===== src/rtl/age_iq_select_pkg.sv =====
// Shared defaults and sizing helper for the age-ordered issue queue.
package age_iq_select_pkg;
  localparam int DEF_DEPTH      = 8;
  localparam int DEF_DATA_WIDTH = 32;
  localparam int DEF_TAG_WIDTH  = 6;

  // Width of a counter that must hold 0..depth inclusive.
  function automatic int occ_width(input int depth);
    return $clog2(depth + 1);
  endfunction
endpackage


===== src/rtl/age_iq_select_if.sv =====
// Enqueue / wakeup / issue bundle of the issue queue.
interface age_iq_select_if
  import age_iq_select_pkg::*;
#(
  parameter int DEPTH      = DEF_DEPTH,
  parameter int DATA_WIDTH = DEF_DATA_WIDTH,
  parameter int TAG_WIDTH  = DEF_TAG_WIDTH
);
  localparam int OCC_W = occ_width(DEPTH);

  logic                  enq_valid;
  logic [DATA_WIDTH-1:0] enq_data;
  logic [TAG_WIDTH-1:0]  enq_tag;
  logic                  enq_tag_ready;
  logic                  enq_ready;
  logic                  wakeup_valid;
  logic [TAG_WIDTH-1:0]  wakeup_tag;
  logic                  issue_valid;
  logic [DATA_WIDTH-1:0] issue_data;
  logic                  issue_ready;
  logic [OCC_W-1:0]      occupancy;

  modport master (
    output enq_valid, enq_data, enq_tag, enq_tag_ready, wakeup_valid, wakeup_tag, issue_ready,
    input  enq_ready, issue_valid, issue_data, occupancy
  );

  modport slave (
    input  enq_valid, enq_data, enq_tag, enq_tag_ready, wakeup_valid, wakeup_tag, issue_ready,
    output enq_ready, issue_valid, issue_data, occupancy
  );
endinterface


===== src/rtl/age_iq_select_pq_lsb.sv =====
// Lowest-index priority pick: one-hot grant plus a mask of the grant slot and everything above it.
module pq_lsb #(
  parameter int WIDTH = 8
) (
  input  logic [WIDTH-1:0] req,
  output logic [WIDTH-1:0] ack_one_hot,
  output logic [WIDTH-1:0] ack_mask
);
  // Isolate lowest set bit; mask is all-zero when nothing is requested.
  always_comb begin
    ack_one_hot = req & (~req + WIDTH'(1));
    ack_mask    = ~(ack_one_hot - WIDTH'(1));
  end
endmodule


===== src/rtl/age_iq_select.sv =====
// Compacted, age-ordered issue queue: slot 0 oldest, oldest ready entry issues,
// younger entries collapse down over the issued slot in the same cycle.
module age_iq_select
  import age_iq_select_pkg::*;
#(
  parameter int DEPTH      = DEF_DEPTH,
  parameter int DATA_WIDTH = DEF_DATA_WIDTH,
  parameter int TAG_WIDTH  = DEF_TAG_WIDTH
) (
  input  logic           CLK,
  input  logic           nRST,
  age_iq_select_if.slave io
);
  localparam int OCC_W = occ_width(DEPTH);

  typedef struct packed {
    logic                  valid;
    logic                  ready;
    logic [TAG_WIDTH-1:0]  tag;
    logic [DATA_WIDTH-1:0] data;
  } entry_t;

  entry_t                q     [DEPTH];
  entry_t                q_nxt [DEPTH];
  entry_t                woke  [DEPTH+1];  // extra top element feeds an empty entry into the last slot
  logic [OCC_W-1:0]      occ, occ_nxt, wr_idx;
  logic [DEPTH-1:0]      req_vec, ack_one_hot, ack_mask;
  logic [DATA_WIDTH-1:0] sel_data;
  logic                  full, enq_fire, issue_fire, enq_rdy_now;

  pq_lsb #(.WIDTH(DEPTH)) u_sel (
    .req         (req_vec),
    .ack_one_hot (ack_one_hot),
    .ack_mask    (ack_mask)
  );

  // Select side: purely from registered state, no wakeup bypass.
  always_comb begin
    sel_data = '0;
    for (int i = 0; i < DEPTH; i++) begin
      req_vec[i] = q[i].valid & q[i].ready;
      if (ack_one_hot[i]) sel_data = sel_data | q[i].data;
    end
  end

  assign full           = (occ == OCC_W'(DEPTH));
  assign io.enq_ready   = ~full;
  assign io.issue_valid = |req_vec;
  assign io.issue_data  = sel_data;
  assign io.occupancy   = occ;
  assign enq_fire       = io.enq_valid & ~full;
  assign issue_fire     = io.issue_valid & io.issue_ready;
  assign wr_idx         = occ - OCC_W'(issue_fire);
  assign occ_nxt        = occ + OCC_W'(enq_fire) - OCC_W'(issue_fire);
  assign enq_rdy_now    = io.enq_tag_ready | (io.wakeup_valid & (io.enq_tag == io.wakeup_tag));

  // Wakeup on pre-shift slots, then collapse over the issued slot, then drop in the new entry.
  always_comb begin
    for (int i = 0; i < DEPTH; i++) begin
      woke[i]       = q[i];
      woke[i].ready = q[i].ready |
                      (q[i].valid & io.wakeup_valid & (q[i].tag == io.wakeup_tag));
    end
    woke[DEPTH] = '0;
    for (int i = 0; i < DEPTH; i++) begin
      q_nxt[i] = (issue_fire && ack_mask[i]) ? woke[i+1] : woke[i];
      if (enq_fire && (wr_idx == OCC_W'(i))) begin
        q_nxt[i].valid = 1'b1;
        q_nxt[i].ready = enq_rdy_now;
        q_nxt[i].tag   = io.enq_tag;
        q_nxt[i].data  = io.enq_data;
      end
    end
  end

  // Entry array and occupancy; reset drops every entry.
  always_ff @(posedge CLK or negedge nRST) begin
    if (!nRST) begin
      for (int i = 0; i < DEPTH; i++) q[i] <= '0;
      occ <= '0;
    end else begin
      for (int i = 0; i < DEPTH; i++) q[i] <= q_nxt[i];
      occ <= occ_nxt;
    end
  end
endmodule


===== src/flat_wrapper.sv =====
// flat-port wrapper written by rule: the top's interface ports become plain ports
module age_iq_select_flat import age_iq_select_pkg::*;
#(
  parameter int DEPTH      = DEF_DEPTH,
  parameter int DATA_WIDTH = DEF_DATA_WIDTH,
  parameter int TAG_WIDTH  = DEF_TAG_WIDTH
)
  (CLK, nRST, io_enq_valid, io_enq_data, io_enq_tag, io_enq_tag_ready, io_wakeup_valid, io_wakeup_tag, io_issue_ready, io_enq_ready, io_issue_valid, io_issue_data, io_occupancy);
  age_iq_select_if #(.DEPTH(DEPTH), .DATA_WIDTH(DATA_WIDTH), .TAG_WIDTH(TAG_WIDTH)) io_i ();
  input  logic CLK;
  input  logic nRST;
  input wire logic [$bits(io_i.enq_valid)-1:0] io_enq_valid;
  input wire logic [$bits(io_i.enq_data)-1:0] io_enq_data;
  input wire logic [$bits(io_i.enq_tag)-1:0] io_enq_tag;
  input wire logic [$bits(io_i.enq_tag_ready)-1:0] io_enq_tag_ready;
  input wire logic [$bits(io_i.wakeup_valid)-1:0] io_wakeup_valid;
  input wire logic [$bits(io_i.wakeup_tag)-1:0] io_wakeup_tag;
  input wire logic [$bits(io_i.issue_ready)-1:0] io_issue_ready;
  output wire logic [$bits(io_i.enq_ready)-1:0] io_enq_ready;
  output wire logic [$bits(io_i.issue_valid)-1:0] io_issue_valid;
  output wire logic [$bits(io_i.issue_data)-1:0] io_issue_data;
  output wire logic [$bits(io_i.occupancy)-1:0] io_occupancy;
  assign io_i.enq_valid = io_enq_valid;
  assign io_i.enq_data = io_enq_data;
  assign io_i.enq_tag = io_enq_tag;
  assign io_i.enq_tag_ready = io_enq_tag_ready;
  assign io_i.wakeup_valid = io_wakeup_valid;
  assign io_i.wakeup_tag = io_wakeup_tag;
  assign io_i.issue_ready = io_issue_ready;
  assign io_enq_ready = io_i.enq_ready;
  assign io_issue_valid = io_i.issue_valid;
  assign io_issue_data = io_i.issue_data;
  assign io_occupancy = io_i.occupancy;
  age_iq_select #(.DEPTH(DEPTH), .DATA_WIDTH(DATA_WIDTH), .TAG_WIDTH(TAG_WIDTH)) u_core (.CLK(CLK), .nRST(nRST), .io(io_i));
endmodule

===== config.mk =====
export PLATFORM = sky130hd
export DESIGN_NAME = age_iq_select_flat
export DESIGN_NICKNAME = d
export VERILOG_FILES = /design/src/rtl/age_iq_select_pkg.sv /design/src/rtl/age_iq_select_if.sv /design/src/rtl/age_iq_select_pq_lsb.sv /design/src/rtl/age_iq_select.sv /design/src/flat_wrapper.sv
export SDC_FILE = /design/constraint.sdc
export NUM_CORES = 1
export LEC_CHECK = 0
export BUFFER_PORTS_ARGS = -buffer_cell sky130_fd_sc_hd__buf_4
export CAP_MARGIN = 5
export CORE_MARGIN = 3
export CORE_UTILIZATION = 56
export CTS_CLUSTER_DIAMETER = 40
export DETAILED_ROUTE_END_ITERATION = 10
export GPL_TIMING_DRIVEN = 0
export HOLD_SLACK_MARGIN = 0.08
export PLACE_DENSITY = 0.77
export SKIP_LAST_GASP = 1
export SLEW_MARGIN = 20
export SYNTH_ARGS = -nofsm -noshare
export SYNTH_HDL_FRONTEND = slang
export SYNTH_SLANG_ARGS = --single-unit

===== constraint.sdc =====
create_clock -name CLK -period 3.7 [get_ports CLK]
set_input_delay 0.555 -clock CLK [delete_from_list [all_inputs] [get_ports CLK]]
set_output_delay 0.555 -clock CLK [all_outputs]
set_load 0.01 [all_outputs]

**Word level (Yosys, flattened, before mapping)**

Cells that the tools add are included.

- Flip-flop bits (word level): 324
- Input port bits: 50
- Word-level logic and storage cells: 152

- Add/sub/neg operators: 5
- Equal/unequal tests: 17
- Multiplexer cells: 24
- Bitwise logic cells: 47
- Reduce and logical (&&, ||, !) cells: 26

Operator list:

| cell | count |
|---|---|
| $mux 40 | 16 |
| $mux 32 | 8 |
| $or 32x32->32 | 7 |
| $eq 6x6->1 | 9 |
| $and 1x1->1 | 27 |
| $eq 4x3->1 const B | 4 |
| $logic_and 1x1->1 | 16 |
| $not 8->8 | 2 |
| $reduce_bool 2->1 | 8 |
| $or 1x1->1 | 9 |
| $add 8x1->8 const B | 1 |
| $and 8x8->8 | 1 |
| $eq 4x2->1 const B | 2 |
| $reduce_or 8->1 | 1 |
| $sub 4x1->4 | 2 |
| $sub 8x1->8 const B | 1 |
| $add 4x1->4 | 1 |
| $eq 4x1->1 const B | 1 |
| $eq 4x4->1 const B | 1 |
| $logic_not 4->1 | 1 |
| $not 1->1 | 1 |

**Depth between registers and ports, before layout**

- Depth in word-level cells: 19
- Depth in mapped cells: 15
- Gate-level depth less buffers: 11

**Hierarchy**

A second synthesis with hierarchy kept.

- Cell total of the unflattened synthesis: 1765
- Area total of the unflattened synthesis: 17093.9 µm²

By module, submodules not included:

| module | times used | cells each | area an instance (µm²) | sequential area each (µm²) |
|---|---|---|---|---|
| age_iq_select | 1 | 1744 | 16955.0 | 8107.8 |
| pq_lsb | 1 | 21 | 138.9 | 0.0 |

**Worst setup path before layout**

OpenSTA, ideal clock, no wires.

- Path type: register to register
- From: register, netlist name u_core.q[319]
- To: register, netlist name u_core.q[292]
- Library setup time: 0.083 ns
- Arrival: 3.751 ns
- Required time: 3.617 ns
- Slack: -0.134 ns
- Cell stages (with the launch flop): 14
- Buffers on the path: 3
- Path through: dfrtp_1 > a222oi_1 > nand4_1 > nand2_1 > buf_2 > inv_1 > ha_1 > ha_1 > xor2_1 > nor4_1 > clkbuf_1 > clkbuf_1 > nand2_1 > o21ai_0

RTL lines:

| element | line | source |
|---|---|---|
| $and 1x1->1 * | age_iq_select.sv:41 | `req_vec[i] = q[i].valid & q[i].ready;` |
| $reduce_or 8->1 * | age_iq_select.sv:48 | `assign io.issue_valid = \|req_vec;` |
| via io_issue_valid | flat_wrapper.sv:20 | `output wire logic [$bits(io_i.issue_valid)-1:0] io_issue_valid;` |
| $and 1x1->1 * | age_iq_select.sv:52 | `assign issue_fire = io.issue_valid & io.issue_ready;` |
| $sub 4x1->4 | age_iq_select.sv:53 | `assign wr_idx = occ - OCC_W'(issue_fire);` |
| $logic_not 4->1 | age_iq_select.sv:67 | `if (enq_fire && (wr_idx == OCC_W'(i))) begin` |
| $logic_and 1x1->1 | age_iq_select.sv:67 |  |
| $mux 40 or $reduce_bool 2->1 (tied branches) | - |  |

The timed path passes the listed nets; every way through them passes the cells marked *.
A chain may end at the register's enable or synchronous reset.

**Worst setup path after layout**

- From: register, netlist name u_core.q[319]
- To: output io_issue_data[25]

- Word-level cells in the longest chain between the ends: 19

RTL lines:

| element | line | source |
|---|---|---|
| $and 1x1->1 * | age_iq_select.sv:41 |  |
| $not 8->8 | age_iq_select_pq_lsb.sv:11 | `ack_one_hot = req & (~req + WIDTH'(1));` |
| $add 8x1->8 | age_iq_select_pq_lsb.sv:11 |  |
| $and 8x8->8 * | age_iq_select_pq_lsb.sv:11 |  |
| $mux 32 | age_iq_select.sv:42 | `if (ack_one_hot[i]) sel_data = sel_data \| q[i].data;` |
| $or 32x32->32 | age_iq_select.sv:42 |  |
| $mux 32 | age_iq_select.sv:42 |  |
| $or 32x32->32 | age_iq_select.sv:42 |  |
| (+3 left out) | - |  |
| $or 32x32->32 | age_iq_select.sv:42 |  |
| $mux 32 | age_iq_select.sv:42 |  |
| $or 32x32->32 | age_iq_select.sv:42 |  |
| $mux 32 | age_iq_select.sv:42 |  |
| $or 32x32->32 | age_iq_select.sv:42 |  |
| $mux 32 | age_iq_select.sv:42 |  |
| $or 32x32->32 | age_iq_select.sv:42 |  |
| $mux 32 * | age_iq_select.sv:42 |  |
| end: declaration | flat_wrapper.sv:21 | `output wire logic [$bits(io_i.issue_data)-1:0] io_issue_data;` |

Every way passes the cells marked *; elsewhere a longest branch is shown, timed or not.

==> results_dict.tcl <==
set metrics [dict create \
    boundaryPins 88 \
    period_needed_ps 3870 \
    setup_viol 30 \
    startpoint_type "register" \
    yosys_warnings 0 \
    cp_top_family "buffers and inverters" \
    min_period_over_period 1.05 \
    insertedDiodeCount 0 \
    path_class "register to output port" \
    fin_ws_ps -172 \
    finalPower_w 0.0186 \
    worstSetupPathDepth 10 \
    clockPowerShare 0.245 \
    hold_path.class "input port to register" \
    dr_total_vias 15364 \
    combinationalPowerShare 0.408 \
    ys_seq_area_frac 0.474 \
    synth_area_per_cell_um2 9.49 \
    reg2reg_slack_ps 90 \
    critPathMaxStageDelay_ps 610 \
    drt-initial-drc-count 2190 \
    outcome "finished with violations" \
    violations "negative setup slack" \
    insertion_delay_ps 560 \
    cts_sinks 324 \
    synth.area.top_cells "dfrtp_1, mux2i_1, nand2_1, o21ai_0, clkbuf_1" \
    die_w_um 181 \
    antenna_found_initial 2 \
    ys_top_cells_by_count "nand2_1, dfrtp_1, o21ai_0" \
    areaGrowthSynthToFinish_pct 17.2 \
    cap_violations 0 \
    drive_gt1_frac 0.143 \
    cts_buffer_depth 3 \
    synth-async-reset-ratio 1.00 \
    synth_nets 1859 \
    clk_pin_slew_ps 60 \
    path_buf_inv 5 \
    gp_congestion 0.938 \
    fmax_ghz 0.258 \
    switchingPower_w 0.00766 \
    p_leak_nw 9.41 \
    drc_errors 0 \
    dp_hpwl_um 35600 \
    start_util 0.572 \
    nNetsFinal 1964 \
    cts_buffers 47 \
    routedWlPerCell_um 24.0 \
    portBuffers 42 \
    avgViaCountPerCell 6.59 \
    cp_max_fo 10 \
    stdcell_count 2333 \
    synth_edf_count 0 \
    cp.arrival_ps 3320 \
    overflow 0 \
    ant_nets 0 \
    synthCells 1801 \
    synth_most_common_cell "nand2_1" \
    htreeDepth 2 \
    grt_pass1_vias 15457 \
    grt_max_degree 80 \
    p_int_w 0.0109 \
    routed_wl_um 56100 \
    synthFlopType "dfrtp_1" \
    peakVddDrop_uv 567 \
    grt_pass1_wl_um 88200 \
    die_h_um 181 \
    worstMarginPinSlew_ps 1020 \
    core-area_um2 29900 \
    powerDensity_nw_per_um2 927 \
    cp-end-kind "output port" \
    timing.final.hold_violations 0 \
    hold_depth 3 \
    cts_tree "yes" \
    worstPathRequired_ps 3140 \
    rows 63 \
    crit_chain "a222oi_1 > buf_4 > buf_4 > and3_1 > clkbuf_1 > clkbuf_1 > nand2_1 > o211ai_1 > a221o_1 > buf_4" \
    dieArea_um2 32700 \
    detail_route.first_pass.iterations 8 \
    rsz0062_at_grt "true" \
    seqPwrFrac 0.347 \
    slowest_stage "clkbuf_1" \
    synth_top_area_cell "dfrtp_1" \
    final_max_slew_viol_count 0 \
    relSlewSlack 0.321 \
    netlist_area_um2 17100 \
    placedCellCount 2238 \
    p_sw_frac 0.413 \
    synth_top_cell_area_share 0.474 \
    grtUsageTotal 0.339 \
    ys_ff_latch 324 \
    root_buffer "clkbuf_16" \
    ff2ff_path_depth 15 \
    crit_top_cell "buf_4" \
    skew_ps 20.5 \
    yosysUniqueCellTypes 47 \
]
-- worst min-delay path, cell delays in order --
cell,delay [ps]
clkbuf_2,170
nand2_1,60
o21ai_0,60
-- per-stage QoR --
step           setup TNS [ps]  worst slack, ps  hold slack, ps  cell area (µm²)   util
2_1_floorplan           -3410             -106             259            17100      -
3_3_place_gp          -680420            -2030             531            17900  0.600
3_5_place_dp          -392660            -1890             451            18000  0.604
4_1_cts                     0             17.0             321            19900  0.666
5_1_grt                 -3420             -177             349            20000  0.670
6_report                -2810             -172             328            20000  0.670
-- what timing repair did --
action                                  CTS  global route
gates resized for setup                  57            94
setup buffers                             9             3
hold buffers                              1             0
endpoints found under the setup margin  352           347
pin swaps                                 8             5
endpoints found under the hold margin    33             0
-- cells in the final DEF, fill, tap and decap left out, drive strengths merged, types with 4 or more instances in the layout --
cell type / Yosys / routed
xnor2: 29 / 29
and3: 33 / 33
inv: 10 / 15
xor2: 30 / 30
mux2: 4 / 4
nor4: 15 / 15
and2: 7 / 7
o21ai: 272 / 272
ha: 7 / 7
o211ai: 32 / 32
clkbuf: 157 / 204
bufinv: 0 / 4
mux2i: 267 / 267
a221o: 32 / 32
dfrtp: 324 / 324
a21oi: 40 / 40
a222oi: 33 / 33
nand3: 5 / 5
clkinvlp: 0 / 6
nor2b: 4 / 4
a41oi: 6 / 6
a31oi: 32 / 32
nand2: 360 / 360
nand2b: 4 / 4
clkinv: 0 / 15
nor2: 45 / 45
buf: 26 / 90
-- cell families after synthesis --
kind of cell | after synthesis | share of synthesized area
flops | 324 | 0.474
simple gates | 482 | 0.117
xor+xnor | 59 | 0.0302
mux | 271 | 0.159
fa+ha+maj | 8 | 0.00630
compound gates | 464 | 0.166
buf+inv | 193 | 0.0470
-- path summary, 6_finish.rpt --
| check | from | to |
|---|---|---|
| max | u_core.q[319]$_DFFE_PN0P_ | io_issue_data[25] |
| max reg2reg | u_core.q[319]$_DFFE_PN0P_ | u_core.q[93]$_DFFE_PN0P_ |
| min | io_enq_data[29] | u_core.q[189]$_DFFE_PN0P_ |
| max in group asynchronous | nRST | u_core.q[137]$_DFFE_PN0P_ |
| min in group asynchronous | nRST | u_core.q[314]$_DFFE_PN0P_ |
| min reg2reg | u_core.q[27]$_DFFE_PN0P_ | u_core.q[27]$_DFFE_PN0P_ |
-- power by group through the flow --
| stage | sequential (W) | combinational (W) | clock (W) |
|---|---|---|---|
| 2_1_floorplan | 0.00598 | 0.00474 | 0 |
| 3_3_place_gp | 0.00626 | 0.00670 | 0 |
| 3_5_place_dp | 0.00635 | 0.00698 | 0 |
| 4_1_cts | 0.00636 | 0.00725 | 0.00456 |
| 5_1_grt | 0.00658 | 0.00816 | 0.00471 |
| 6_report | 0.00645 | 0.00758 | 0.00454 |
-- registers in the layout (all words and copies together), names as in the netlist --
register	count
u_core.io.occupancy	4
u_core.q	320
-- cell type report --
class,count,area (µm²)
fill,2280,9850
multi-input combinational,1284,8380
sequential,324,8110
clock buffer,56,1280
buffer,179,868
timing repair buffer,60,541
tap,390,488
clock inverter,30,309
inverter,10,41.3
-- metal layers --
metal	up-vias	global-route usage	share of wire
li1	6596	-	-
met1	7454	0.449	0.39
met2	1043	0.511	0.44
met3	267	0.0926	0.12
met4	4	0.178	0.059
met5	-	0	0.00041
Note: power is estimated with default switching activity, not from simulation.
